## src/rtl/mem_arb_pkg.sv

```systemverilog
`default_nettype none
// ============================================================================
// Module   : mem_arb_pkg
// Brief    : Shared types and constants for the two-client memory arbiter.
// Revision : 1.0 - initial release
// ============================================================================
package mem_arb_pkg;

    localparam int unsigned ADDR_W_DEF = 28;
    localparam int unsigned DATA_W_DEF = 128;

    typedef enum logic [1:0] {
        ST_IDLE  = 2'd0,
        ST_ISSUE = 2'd1,
        ST_DONE  = 2'd2
    } arb_state_t;

    localparam logic OP_READ  = 1'b0;
    localparam logic OP_WRITE = 1'b1;

endpackage
`default_nettype wire

```

## src/rtl/mem_arbiter_if.sv

```systemverilog
`default_nettype none
// ============================================================================
// Module   : mem_arbiter_if
// Brief    : Level-handshake block memory bus (read/write held until ready).
// Revision : 1.0 - initial release
// ============================================================================
interface mem_arbiter_if
    import mem_arb_pkg::*;
#(
    parameter int unsigned ADDR_W = ADDR_W_DEF,
    parameter int unsigned DATA_W = DATA_W_DEF
);
    logic              read;
    logic              write;
    logic [ADDR_W-1:0] addr;
    logic [DATA_W-1:0] wdata;
    logic [DATA_W-1:0] rdata;
    logic              ready;

    modport master (output read, write, addr, wdata, input rdata, ready);
    modport slave  (input read, write, addr, wdata, output rdata, ready);
endinterface
`default_nettype wire

```

## src/rtl/mem_arbiter_rr_arb2.sv

```systemverilog
`default_nettype none
// ============================================================================
// Module   : rr_arb2
// Brief    : Combinational two-way round-robin select; rr_ptr wins a tie.
// Revision : 1.0 - initial release
// ============================================================================
module rr_arb2 (
    input  wire logic [1:0] req,
    input  wire logic       rr_ptr,
    output logic            gnt_id,
    output logic            gnt_valid
);
    assign gnt_valid = |req;
    assign gnt_id    = (&req) ? rr_ptr : req[1];
endmodule
`default_nettype wire

```

## src/rtl/mem_arbiter.sv

```systemverilog
`default_nettype none
// ============================================================================
// Module   : mem_arbiter
// Brief    : Round-robin arbiter of I-cache (c0) and D-cache (c1) onto one
//            block memory port. Define MEM_ARB_TIMEOUT_EN for the watchdog.
// Revision : 1.0 - initial release
// ============================================================================
module mem_arbiter
    import mem_arb_pkg::*;
#(
    parameter int unsigned ADDR_W  = ADDR_W_DEF,
    parameter int unsigned DATA_W  = DATA_W_DEF,
    parameter int unsigned TIMEOUT = 255
) (
    input  wire logic     clk,
    input  wire logic     rst_n,
    mem_arbiter_if.slave  c0,
    mem_arbiter_if.slave  c1,
    mem_arbiter_if.master mem,
    output logic          arb_err
);
    arb_state_t        r_state;
    logic              r_rr_ptr;
    logic              r_grant;
    logic              r_mem_read;
    logic              r_mem_write;
    logic [ADDR_W-1:0] r_mem_addr;
    logic [DATA_W-1:0] r_mem_wdata;

    logic [1:0]        w_req;
    logic              w_gnt_id;
    logic              w_gnt_valid;
    logic              w_sel_op;
    logic [ADDR_W-1:0] w_sel_addr;
    logic [DATA_W-1:0] w_sel_wdata;
    logic              w_timeout;

    if (TIMEOUT < 1) begin : g_bad_timeout
        $error("mem_arbiter: TIMEOUT must be at least 1");
    end

    assign w_req = {c1.read | c1.write, c0.read | c0.write};

    rr_arb2 u_rr_arb2 (
        .req       (w_req),
        .rr_ptr    (r_rr_ptr),
        .gnt_id    (w_gnt_id),
        .gnt_valid (w_gnt_valid)
    );

    // Write wins when a client illegally raises read and write together.
    assign w_sel_op    = w_gnt_id ? (c1.write ? OP_WRITE : OP_READ)
                                  : (c0.write ? OP_WRITE : OP_READ);
    assign w_sel_addr  = w_gnt_id ? c1.addr  : c0.addr;
    assign w_sel_wdata = w_gnt_id ? c1.wdata : c0.wdata;

`ifdef MEM_ARB_TIMEOUT_EN
    localparam int unsigned CNT_W = ($clog2(TIMEOUT + 1) < 8) ? 8 : $clog2(TIMEOUT + 1);

    logic [CNT_W-1:0] r_cnt;
    logic             r_arb_err;

    assign w_timeout = (r_state == ST_ISSUE) && (r_cnt == CNT_W'(TIMEOUT - 1));

    always_ff @(posedge clk or negedge rst_n) begin
        if (!rst_n) begin
            r_cnt     <= '0;
            r_arb_err <= 1'b0;
        end else begin
            r_arb_err <= w_timeout && !mem.ready;
            if (r_state == ST_IDLE) begin
                r_cnt <= '0;
            end else if (r_state == ST_ISSUE) begin
                r_cnt <= r_cnt + CNT_W'(1);
            end
        end
    end

    assign arb_err = r_arb_err;
`else
    assign w_timeout = 1'b0;
    assign arb_err   = 1'b0;
`endif

    always_ff @(posedge clk or negedge rst_n) begin
        if (!rst_n) begin
            r_state     <= ST_IDLE;
            r_rr_ptr    <= 1'b0;
            r_grant     <= 1'b0;
            r_mem_read  <= 1'b0;
            r_mem_write <= 1'b0;
            r_mem_addr  <= '0;
            r_mem_wdata <= '0;
        end else begin
            case (r_state)
                ST_IDLE: begin
                    if (w_gnt_valid) begin
                        r_grant     <= w_gnt_id;
                        r_mem_read  <= (w_sel_op == OP_READ);
                        r_mem_write <= (w_sel_op == OP_WRITE);
                        r_mem_addr  <= w_sel_addr;
                        r_mem_wdata <= w_sel_wdata;
                        r_state     <= ST_ISSUE;
                    end
                end
                ST_ISSUE: begin
                    if (mem.ready || w_timeout) begin
                        r_mem_read  <= 1'b0;
                        r_mem_write <= 1'b0;
                        r_rr_ptr    <= ~r_grant;
                        r_state     <= ST_DONE;
                    end
                end
                // Swallows the request the caches still hold one cycle past ready.
                ST_DONE:  r_state <= ST_IDLE;
                default:  r_state <= ST_IDLE;
            endcase
        end
    end

    assign mem.read  = r_mem_read;
    assign mem.write = r_mem_write;
    assign mem.addr  = r_mem_addr;
    assign mem.wdata = r_mem_wdata;

    assign c0.ready = mem.ready && (r_state == ST_ISSUE) && (r_grant == 1'b0);
    assign c1.ready = mem.ready && (r_state == ST_ISSUE) && (r_grant == 1'b1);
    assign c0.rdata = mem.rdata;
    assign c1.rdata = mem.rdata;

endmodule
`default_nettype wire

```

## src/flat_wrapper.sv

```systemverilog
// flat-port wrapper written by rule: the top's interface ports become plain ports
module mem_arbiter_flat import mem_arb_pkg::*;
#(
    parameter int unsigned ADDR_W  = ADDR_W_DEF,
    parameter int unsigned DATA_W  = DATA_W_DEF,
    parameter int unsigned TIMEOUT = 255
)
  (clk, rst_n, arb_err, c0_read, c0_write, c0_addr, c0_wdata, c0_rdata, c0_ready, c1_read, c1_write, c1_addr, c1_wdata, c1_rdata, c1_ready, mem_read, mem_write, mem_addr, mem_wdata, mem_rdata, mem_ready);
  mem_arbiter_if #(.ADDR_W(ADDR_W), .DATA_W(DATA_W)) c0_i ();
  mem_arbiter_if #(.ADDR_W(ADDR_W), .DATA_W(DATA_W)) c1_i ();
  mem_arbiter_if #(.ADDR_W(ADDR_W), .DATA_W(DATA_W)) mem_i ();
  input  wire logic clk;
  input  wire logic rst_n;
  output logic arb_err;
  input wire logic [$bits(c0_i.read)-1:0] c0_read;
  input wire logic [$bits(c0_i.write)-1:0] c0_write;
  input wire logic [$bits(c0_i.addr)-1:0] c0_addr;
  input wire logic [$bits(c0_i.wdata)-1:0] c0_wdata;
  output wire logic [$bits(c0_i.rdata)-1:0] c0_rdata;
  output wire logic [$bits(c0_i.ready)-1:0] c0_ready;
  input wire logic [$bits(c1_i.read)-1:0] c1_read;
  input wire logic [$bits(c1_i.write)-1:0] c1_write;
  input wire logic [$bits(c1_i.addr)-1:0] c1_addr;
  input wire logic [$bits(c1_i.wdata)-1:0] c1_wdata;
  output wire logic [$bits(c1_i.rdata)-1:0] c1_rdata;
  output wire logic [$bits(c1_i.ready)-1:0] c1_ready;
  output wire logic [$bits(mem_i.read)-1:0] mem_read;
  output wire logic [$bits(mem_i.write)-1:0] mem_write;
  output wire logic [$bits(mem_i.addr)-1:0] mem_addr;
  output wire logic [$bits(mem_i.wdata)-1:0] mem_wdata;
  input wire logic [$bits(mem_i.rdata)-1:0] mem_rdata;
  input wire logic [$bits(mem_i.ready)-1:0] mem_ready;
  assign c0_i.read = c0_read;
  assign c0_i.write = c0_write;
  assign c0_i.addr = c0_addr;
  assign c0_i.wdata = c0_wdata;
  assign c0_rdata = c0_i.rdata;
  assign c0_ready = c0_i.ready;
  assign c1_i.read = c1_read;
  assign c1_i.write = c1_write;
  assign c1_i.addr = c1_addr;
  assign c1_i.wdata = c1_wdata;
  assign c1_rdata = c1_i.rdata;
  assign c1_ready = c1_i.ready;
  assign mem_read = mem_i.read;
  assign mem_write = mem_i.write;
  assign mem_addr = mem_i.addr;
  assign mem_wdata = mem_i.wdata;
  assign mem_i.rdata = mem_rdata;
  assign mem_i.ready = mem_ready;
  mem_arbiter #(.ADDR_W(ADDR_W), .DATA_W(DATA_W), .TIMEOUT(TIMEOUT)) u_core (.clk(clk), .rst_n(rst_n), .c0(c0_i), .c1(c1_i), .mem(mem_i), .arb_err(arb_err));
endmodule
```

## config.mk

```make
export PLATFORM = sky130hd
export DESIGN_NAME = mem_arbiter_flat
export DESIGN_NICKNAME = d
export VERILOG_FILES = /design/src/rtl/mem_arb_pkg.sv /design/src/rtl/mem_arbiter_if.sv /design/src/rtl/mem_arbiter_rr_arb2.sv /design/src/rtl/mem_arbiter.sv /design/src/flat_wrapper.sv
export SDC_FILE = /design/constraint.sdc
export NUM_CORES = 1
export LEC_CHECK = 0
export ABC_AREA = 1
export BUFFER_PORTS_ARGS = -buffer_cell sky130_fd_sc_hd__buf_2
export CAP_MARGIN = 20
export CORE_AREA = 2 2 337 339
export CTS_BUF_LIST = sky130_fd_sc_hd__clkbuf_8 sky130_fd_sc_hd__clkbuf_16
export DETAILED_ROUTE_END_ITERATION = 7
export DIE_AREA = 0 0 339 341
export GPL_TIMING_DRIVEN = 1
export PLACE_DENSITY_LB_ADDON = 0.2
export SLEW_MARGIN = 20
export SYNTH_ARGS = -nofsm -noshare
export SYNTH_HDL_FRONTEND = slang
export SYNTH_SLANG_ARGS = --single-unit
```

## constraint.sdc

```tcl
create_clock -name clk -period 1.6 [get_ports clk]
set_clock_uncertainty 0.2 [all_clocks]
set_input_delay 0.08 -clock clk [delete_from_list [all_inputs] [get_ports clk]]
set_output_delay 0.08 -clock clk [all_outputs]
set_load 0.03 [all_outputs]
```

### After elaboration in Yosys (flattened, before gate mapping)

Cells that the tools add are included.

| cells by class | value |
|---|---|
| $add $sub $neg | 0 |
| multipliers | 0 |
| div/mod/pow operators | 0 |
| order comparisons | 0 |
| equality and inequality tests | 3 |
| shift operators | 0 |
| muxes and demuxes | 14 |
| bitwise logic cells | 4 |
| reductions and logical operators | 11 |

Operators by type and width:

| kind | number |
|---|---|
| two-way mux 128 bit | 1 |
| two-way mux 28 bit | 1 |
| AND reduction 2 bit | 4 |
| two-way mux 1 bit | 7 |
| two-way mux 2 bit | 2 |
| inequality test 2 bit (second input constant) | 2 |
| one-hot mux 1 bit (2 select lines) | 2 |
| one-hot mux 2 bit (2 select lines) | 1 |
| logical AND 1 bit | 3 |
| AND reduction 3 bit | 1 |
| == test 2 x 1 -> 1 bit (second input constant) | 1 |
| zero test 2 bit | 1 |
| inverter 1 bit | 2 |
| OR 1 bit | 2 |
| nonzero test 2 bit | 1 |
| OR reduction 2 bit | 1 |

| word-level totals | value |
|---|---|
| register bits | 162 |
| bits in latches | 0 |
| RAM bits | 0 |
| memory bits (read-only) | 0 |
| output and inout bits | 417 |
| word-level logic and storage cells | 39 |
| memories kept | 0 |

### Logic depth before layout (Yosys ltp)

Gate-level depths: netlist of the first run.

| depth | value |
|---|---|
| depth in word-level cells | 7 |
| mapped depth | 8 |
| depth with buffers taken out | 7 |

### Modules after synthesis

From an unflattened synthesis of the first run, not the netlist that was laid out.

| unflattened totals | value |
|---|---|
| cell total of the unflattened synthesis | 1,463 |
| area, all modules | 10,053.4 um2 |

By module, submodules not included:

| module | times used | cells an instance | area each (um2) | sequential area each (um2) |
|---|---|---|---|---|
| mem_arbiter | 1 | 1,458 | 10,030.9 | 4,053.9 |
| rr_arb2 | 1 | 5 | 22.5 | 0.0 |

### Worst setup path before layout of the first run

OpenSTA, ideal clock, no wires.

| timing path | value |
|---|---|
| kind | flip-flop to flip-flop |
| from | register u_core.r_state[1] |
| to | register u_core.r_rr_ptr |
| library setup time | 153 ps |
| data arrival time | 1,165 ps |
| path slack | 82 ps |
| stages on the path, launching flop included | 7 |
| path through | dfrtp_1 > inv_1 > nand2_1 > nor2_1 > inv_1 > nor2_1 > a21oi_1 |

| on the way | value |
|---|---|
| longest elaborated chain between the ends | 2 |

RTL lines:

| item | RTL line | RTL |
|---|---|---|
| start: declaration | mem_arbiter.sv:22 | `arb_state_t r_state;` |
| start signal: assignment | mem_arbiter.sv:87 | `r_state <= ST_IDLE;` |
| start signal: assignment | mem_arbiter.sv:103 | `r_state <= ST_ISSUE;` |
| start signal: assignment | mem_arbiter.sv:111 | `r_state <= ST_DONE;` |
| == test 2 x 1 -> 1 bit | mem_arbiter.sv:95 | `case (r_state)` |
| AND reduction 2 bit (no source line) | - |  |
| end signal: assignment | mem_arbiter.sv:110 | `r_rr_ptr <= ~r_grant;` |
| end: declaration | mem_arbiter.sv:23 | `logic r_rr_ptr;` |

Every way passes these cells.
A chain may end at the register's enable or synchronous reset.

### Worst setup path after layout of the first run

| timing path | value |
|---|---|
| from | register u_core.r_state[0] |
| to | register u_core.r_mem_wdata[21] (netlist: u_core.mem.wdata[21]) |

| on the way | value |
|---|---|
| longest elaborated chain between the ends | 2 |

RTL lines:

| item | RTL line | RTL |
|---|---|---|
| zero test 2 bit | mem_arbiter.sv:95 |  |
| AND reduction 2 bit (no source line) | - |  |
| end signal: assignment | mem_arbiter.sv:102 | `r_mem_wdata <= w_sel_wdata;` |
| end: declaration | mem_arbiter.sv:28 | `logic [DATA_W-1:0] r_mem_wdata;` |

Every way passes these cells.

==> impl_metrics.toml, run 1 <==
[timing]
clock.fmax_mhz = 562
slew_headroom = 0.455
grt_setup_unrepaired = "true"
slew_violations = 0
period_share = 1.11
post-route-min-period_ns = 1.78
final.setup.worst_slack_ns = -0.181
tightest_slew_ns = 0.815
final-hold-violation-count = 0
finalSetupViolations = 158

[critical_path]
crit_arrival_ns = 1.98
cp.required_ns = 1.80
timing.critical_path.fanout_max = 6
timing_worst_setup_path_type = "reg2reg"
worstSetupStartpointType = "flip-flop"
critical_path.top_delay_family = "buffers and inverters"
crit_path_cell_trace = "nor2_1 -> buf_4 -> nand2_8 -> buf_12 -> buf_16 -> buf_12 -> clkbuf_16 -> nand2_1 -> o21ai_1"
cpMostUsedCell = "sky130_fd_sc_hd__buf_12"
crit_slowest_cell = "sky130_fd_sc_hd__dfrtp_1"
worstPathBufferInverterCount = 5
critical_path.endpoint_type = "flip-flop"
critPathMaxStageDelay_ns = 0.39

[yosys]
yosys.area_share.adder = 0
compound_gate_fraction_of_synth_area = 0.0798
yosysTopAreaCell = "sky130_fd_sc_hd__dfrtp_1"
synth_top_family_by_area = "buffers and inverters"
yosysUniqueCellTypes = 16
synth.top_cells.by_area = "sky130_fd_sc_hd__dfrtp_1 (40%), sky130_fd_sc_hd__buf_4 (20%), sky130_fd_sc_hd__nand2_1 (18%)"
ys_ff_latch = 162
post_synth_inst_count = 1456
post_synth_and_or_nand_nor_area_fraction = 0.236
syn-mean-instance-area_um2 = 7.01
mappedNetlistArea_mm2 = 0.0102
post_synth_xor_area_fraction = 0
yosysWarnings = 0
synth.yosys.seq_area_share = 0.397
synth_mux_area_frac = 0
netlist.area_leader.share = 0.397
postSynthNetCount = 1903

[grt]
grt_start_max_net_pins = 38
antenna_violations_before_repair = 6
grt_pass1_vias = 12300
grt_remaining_overflow = 0
globalRouteTotalUtil = 0.109
grt_pass1_wl_um = 89600

[detailed_routing]
post-route-drc-count = 0
num_vias = 11800
wire_per_inst_um = 17.6
drt_iter0_markers = 396
final_wirelength_um = 65800
drtPass1Iterations = 4
detail_route.vias_per_cell = 3.15
postRouteAntennaNets = 0

[place]
detailed_place.area_mm2 = 0.0130
place_congestion = 0.767
port_buffers = 478
hpwlAfterDp_um = 41700

[die]
floorplan.initialDensity = 0.0912
top_level_ports = 864
die_y_um = 341
placeableCoreArea_mm2 = 0.112
design.die.area_mm2 = 0.116
floorplan.rows = 123
fp.dieW_um = 339

[pwr]
ir_drop_uv = 766
power_mw = 39.0
static-leakage-power_nw = 10.3
pd_cells_mw_per_mm2 = 1830

[finish]
finalInstanceArea_mm2 = 0.0213
fin_nets = 2668
drive_above_1_share = 0.426
n_fill_cell = 12600
mostFrequentLayoutCell = "sky130_fd_sc_hd__buf_2"
layout_common_cells = "sky130_fd_sc_hd__buf_2 (472), sky130_fd_sc_hd__dlygate4sd3_1 (445), sky130_fd_sc_hd__nand2_1 (281), sky130_fd_sc_hd__inv_1 (162), sky130_fd_sc_hd__dfrtp_1 (160)"
area.growth.synth_to_final_pct = 109

[clocking]
clk_root_buffer_cell = "sky130_fd_sc_hd__clkbuf_16"
cts-buffers-inserted = 17
cts_tree = "yes"
clk_latency_ns = 0.51
cts_clk_pin_slew_worst_paths_ns = 0.07
h-tree-depth = 4
clock_tree.buffer_depth = 2
cts_sinks = 162

[status]
outcome = "finished with violations"
violated_checks = "setup timing"

[flow_run]
cap_viol_max_count = 0

[worst_hold_path]
worst_hold_path_type = "in2reg"
==> metal layers <==
layer | vias up | part of all wire | routed length [um] | track usage
met3 | 47 | 0.068 | 4500 | 0.0363
met5 | - | 0.00032 | 21 | 0
met1 | 5582 | 0.45 | 29900 | 0.139
met2 | 485 | 0.46 | 30500 | 0.175
li1 | 5638 | - | - | -
met4 | 4 | 0.013 | 831 | 0.0264
==> flip-flops by register name (all words and copies together) (netlist names) <==
register	count
u_core.mem.addr	28
u_core.mem.read	1
u_core.mem.wdata	128
u_core.mem.write	1
u_core.r_grant	1
u_core.r_rr_ptr	1
u_core.r_state	2
==> tightest hold or removal path: cells and delay by family <==
family	cells	cell delay, ns
AO/OA/AOI/OAI	1	0.09
buffers and inverters	2	0.28
AND/OR/NAND/NOR	4	0.24
==> logic make-up (layout without fill, tap and decap cells) <==
family,after synthesis,count (layout)
buffers and inverters,490,1267
AO/OA/AOI/OAI,162,162
AND/OR/NAND/NOR,641,641
flip-flops,162,162
other,1,3
==> path summary, 6_finish.rpt <==
check,end,slack (ns),cells after the start,from
max,u_core.mem.wdata[21],-0.18,9,u_core.r_state[0]
min,u_core.mem.write,0.02,7,c0_read
max reg2reg,u_core.mem.wdata[21],-0.18,9,u_core.r_state[0]
min reg2reg,u_core.mem.wdata[88],0.29,2,u_core.mem.wdata[88]
max in group asynchronous,u_core.mem.wdata[88],0.17,4,rst_n
min in group asynchronous,u_core.mem.wdata[43],0.38,3,rst_n
==> cell type report <==
cell class,instances,area [um^2],area share
Timing Repair Buffer,1071,9630,0.452
Sequential cell,162,4060,0.190
Multi-Input combinational cell,804,4530,0.213
Clock buffer,19,453,0.0213
Tap cell,1500,1880,0.0881
Inverter,165,638,0.0300
Antenna cell,2,5.00,0.000235
Clock inverter,12,109,0.00511
==> synthesized netlist by cell type (all sizes together) <==
| cell | count |
|---|---|
| buf | 315 |
| conb | 1 |
| inv | 165 |
| dfrtp | 162 |
| clkbuf | 10 |
| nand3 | 1 |
| nand2 | 478 |
| a21oi | 2 |
| o21ai | 160 |
| nor2 | 162 |
==> timing repair <==
| item | CTS | global route |
|---|---|---|
| hold endpoints to repair | 579 | 4 |
| gates resized for setup | 243 | 274 |
| setup endpoints to repair | 155 | 164 |
| setup buffers | 42 | 10 |
| pin swaps | 31 | 101 |
| hold buffers | 445 | 1 |
| gates cloned | 36 | 12 |
==> through the flow <==
stage | instances | hold slack (ns) | utilization | TNS (ns) | setup slack (ns)
CTS | 3723 | -0.467 | 0.180 | -20.02 | -0.275
finish | 3735 | 0.0235 | 0.190 | -17.97 | -0.181
detailed placement | 3171 | -0.179 | 0.116 | -13.82 | -0.275
floorplan | 1456 | -0.416 | - | 0 | 0.0817
global route | 3734 | 0.0364 | 0.190 | -36.47 | -0.292
global placement | 3171 | -0.179 | 0.116 | -18.21 | -0.309
==> power breakdown <==
group | total (mW) | switching [mW] | internal [mW]
Clock | 4.46 | 2.25 | 2.22
Combinational | 26.5 | 15.5 | 11.1
Sequential | 7.95 | 1.72 | 6.23
Total | 39.0 | 19.5 | 19.5
(Power assumes the default switching activity.)
==> run 2: changes to the inputs <==
--- a/config.mk
+++ b/config.mk
@@ -8,13 +8,14 @@
 export ABC_AREA = 1
 export BUFFER_PORTS_ARGS = -buffer_cell sky130_fd_sc_hd__buf_2
 export CAP_MARGIN = 20
-export CORE_AREA = 2 2 337 339
+export CORE_AREA = 2 2 335 337
 export CTS_BUF_LIST = sky130_fd_sc_hd__clkbuf_8 sky130_fd_sc_hd__clkbuf_16
 export DETAILED_ROUTE_END_ITERATION = 7
-export DIE_AREA = 0 0 339 341
+export DIE_AREA = 0 0 337 339
 export GPL_TIMING_DRIVEN = 1
 export PLACE_DENSITY_LB_ADDON = 0.2
 export SLEW_MARGIN = 20
 export SYNTH_ARGS = -nofsm -noshare
 export SYNTH_HDL_FRONTEND = slang
+export SYNTH_HIERARCHICAL = 1
 export SYNTH_SLANG_ARGS = --single-unit
==> impl_metrics.toml, run 2 <==
[finish]
layout_common_cells = "sky130_fd_sc_hd__nand2_1 (832), sky130_fd_sc_hd__buf_2 (475), sky130_fd_sc_hd__dlygate4sd3_1 (444), sky130_fd_sc_hd__dfrtp_1 (161), sky130_fd_sc_hd__nand2_2 (92)"
fin_nets = 2670
finalInstanceArea_mm2 = 0.0198
fin_util = 0.180
mostFrequentLayoutCell = "sky130_fd_sc_hd__nand2_1"
area.growth.synth_to_final_pct = 97.3
largest_reg_flops = 128
drive_above_1_share = 0.351

[yosys]
post_synth_inst_count = 1463
async_reset_ff_frac = 1.00
number_of_flops_mapped_to_enable_cells_by_yosys = 0
yosysMostFrequentCell = "sky130_fd_sc_hd__nand2_1"
synth_flop_cell = "sky130_fd_sc_hd__dfrtp_1"
yosysWarnings = 6
netlist.area_leader.share = 0.403
syn-mean-instance-area_um2 = 6.87
yosysUniqueCellTypes = 15
postSynthNetCount = 1910
synth.top_cells.by_area = "sky130_fd_sc_hd__dfrtp_1 (40%), sky130_fd_sc_hd__nand2_1 (36%), sky130_fd_sc_hd__buf_4 (21%)"
synth.yosys.seq_area_share = 0.403
ys_ff_latch = 162
synth.top_cells.by_count = "sky130_fd_sc_hd__nand2_1 (952), sky130_fd_sc_hd__buf_4 (281), sky130_fd_sc_hd__dfrtp_1 (162), sky130_fd_sc_hd__buf_2 (32), sky130_fd_sc_hd__clkbuf_1 (13)"
yosysTopAreaCell = "sky130_fd_sc_hd__dfrtp_1"
mappedNetlistArea_mm2 = 0.0101

[die]
floorplan.rows = 122
placeableCoreArea_mm2 = 0.110
floorplan.initialDensity = 0.0911
top_level_ports = 864
fp.dieW_um = 337
die_y_um = 339
design.die.area_mm2 = 0.114

[timing]
tightest_slew_ns = 0.853
slew_headroom = 0.430
finalSetupViolations = 143
slew_violations = 0
grt_setup_unrepaired = "true"
clock.fmax_mhz = 570
period_share = 1.10
post-route-min-period_ns = 1.75
final-hold-violation-count = 0
final.setup.worst_slack_ns = -0.153
final.hold.worst_slack_ns = 0.139

[grt]
grt_start_max_net_pins = 33
antenna_violations_before_repair = 4
grt_pass1_vias = 12200
grt_pass1_wl_um = 81100
grt_remaining_overflow = 0
globalRouteTotalUtil = 0.0994

[detailed_routing]
detail_route.vias_per_cell = 3.15
drt_iter0_markers = 421
post-route-drc-count = 0
final_wirelength_um = 60900
num_vias = 11700
wire_per_inst_um = 16.3
postRouteAntennaNets = 0
drtPass1Iterations = 4

[place]
place_congestion = 0.720
detailed_place.area_mm2 = 0.0130
hpwlAfterDp_um = 36900
port_buffers = 478

[critical_path]
cpMostUsedCell = "sky130_fd_sc_hd__nand2_1"
timing.critical_path.fanout_max = 5
cp.required_ns = 1.79
critical_path.endpoint_type = "flip-flop"
timing_worst_setup_path_type = "reg2reg"
crit_path_cell_trace = "nand3_2 -> nand2_8 -> buf_12 -> buf_16 -> clkbuf_16 -> nand2_1 -> nand2_1 -> nand2_1 -> nand2_1"
rrSetupSlack_ns = -0.15
worstSetupStartpointType = "flip-flop"
critPathMaxStageDelay_ns = 0.42
crit_arrival_ns = 1.94
crit_slowest_cell = "sky130_fd_sc_hd__dfrtp_1"

[pwr]
pd_cells_mw_per_mm2 = 1640
power_mw = 32.5
static-leakage-power_nw = 10.3
ir_drop_uv = 684

[clocking]
cts-buffers-inserted = 17
cts_sinks = 162
cts_clk_pin_slew_worst_paths_ns = 0.08
clk_root_buffer_cell = "sky130_fd_sc_hd__clkbuf_16"
clock_tree.buffer_depth = 2
cts_tree = "yes"
clk_latency_ns = 0.50
h-tree-depth = 4

[flow_run]
cap_viol_max_count = 0

[status]
outcome = "finished with violations"
violated_checks = "setup timing"

[worst_hold_path]
worst_hold_path_type = "in2async"
## run 2: worst paths after layout
check	startpoint	endpoint	depth (start not counted)
max in group asynchronous	rst_n	u_core/mem.wdata[96]	3
min	rst_n	u_core/mem.wdata[98]	3
max reg2reg	u_core/r_rr_ptr	u_core/mem.wdata[63]	9
max	u_core/r_rr_ptr	u_core/mem.wdata[63]	9
min in group clk	c0_addr[11]	u_core/mem.addr[11]	6
min reg2reg	u_core/mem.wdata[48]	u_core/mem.wdata[48]	2
## run 2: cell type report
class,instances,area [um^2]
tap,1488,1860
timing repair inverter,1,20.0
antenna,2,5.00
multi-input combinational,968,4160
fill,12400,90500
clock inverter,12,154
timing repair buffer,1066,9070
inverter,7,42.5
clock buffer,20,467
sequential,162,4060
## run 2: what timing repair did
action                                 in CTS  in global routing
gates resized for setup                   104                136
gates cloned                               21                  9
setup endpoints to repair                 140                162
endpoints found under the hold margin     579                  4
pin swaps                                  20                 74
setup buffers                              13                  2
hold buffers                              444                  1
## run 2: power breakdown
part | total (mW) | switching (mW) | internal [mW]
sequential | 7.19 | 1.12 | 6.07
combinational | 20.6 | 12.9 | 7.63
clock | 4.71 | 2.12 | 2.59
total | 32.5 | 16.2 | 16.3
## run 2: cell families after synthesis
kind of cell	Yosys count	synth area share
flip-flops	162	0.403
buffers and inverters	333	0.233
AO/OA/AOI/OAI	3	0.00149
other	1	0.000373
AND/OR/NAND/NOR	964	0.362
## run 2: layer usage
metal,track usage,wire [um]
met5,0,0
met4,0.0300,1010
met3,0.0325,4610
met2,0.164,28400
met1,0.122,26800
## run 2: stage by stage
stage | setup WS, ns | cells | TNS [ns]
3_3_place_gp | -0.386 | 3203 | -49.53
3_5_place_dp | -0.365 | 3203 | -49.21
5_1_grt | -0.243 | 3725 | -28.00
2_1_floorplan | 0.0947 | 1463 | 0
6_report | -0.153 | 3726 | -11.51
4_1_cts | -0.191 | 3713 | -19.45
## run 2: critical path: cells and delay by family (launching register included)
family	cells	cell delay, ns
buf+inv	3	0.52
flops	1	0.42
simple gates	6	0.48
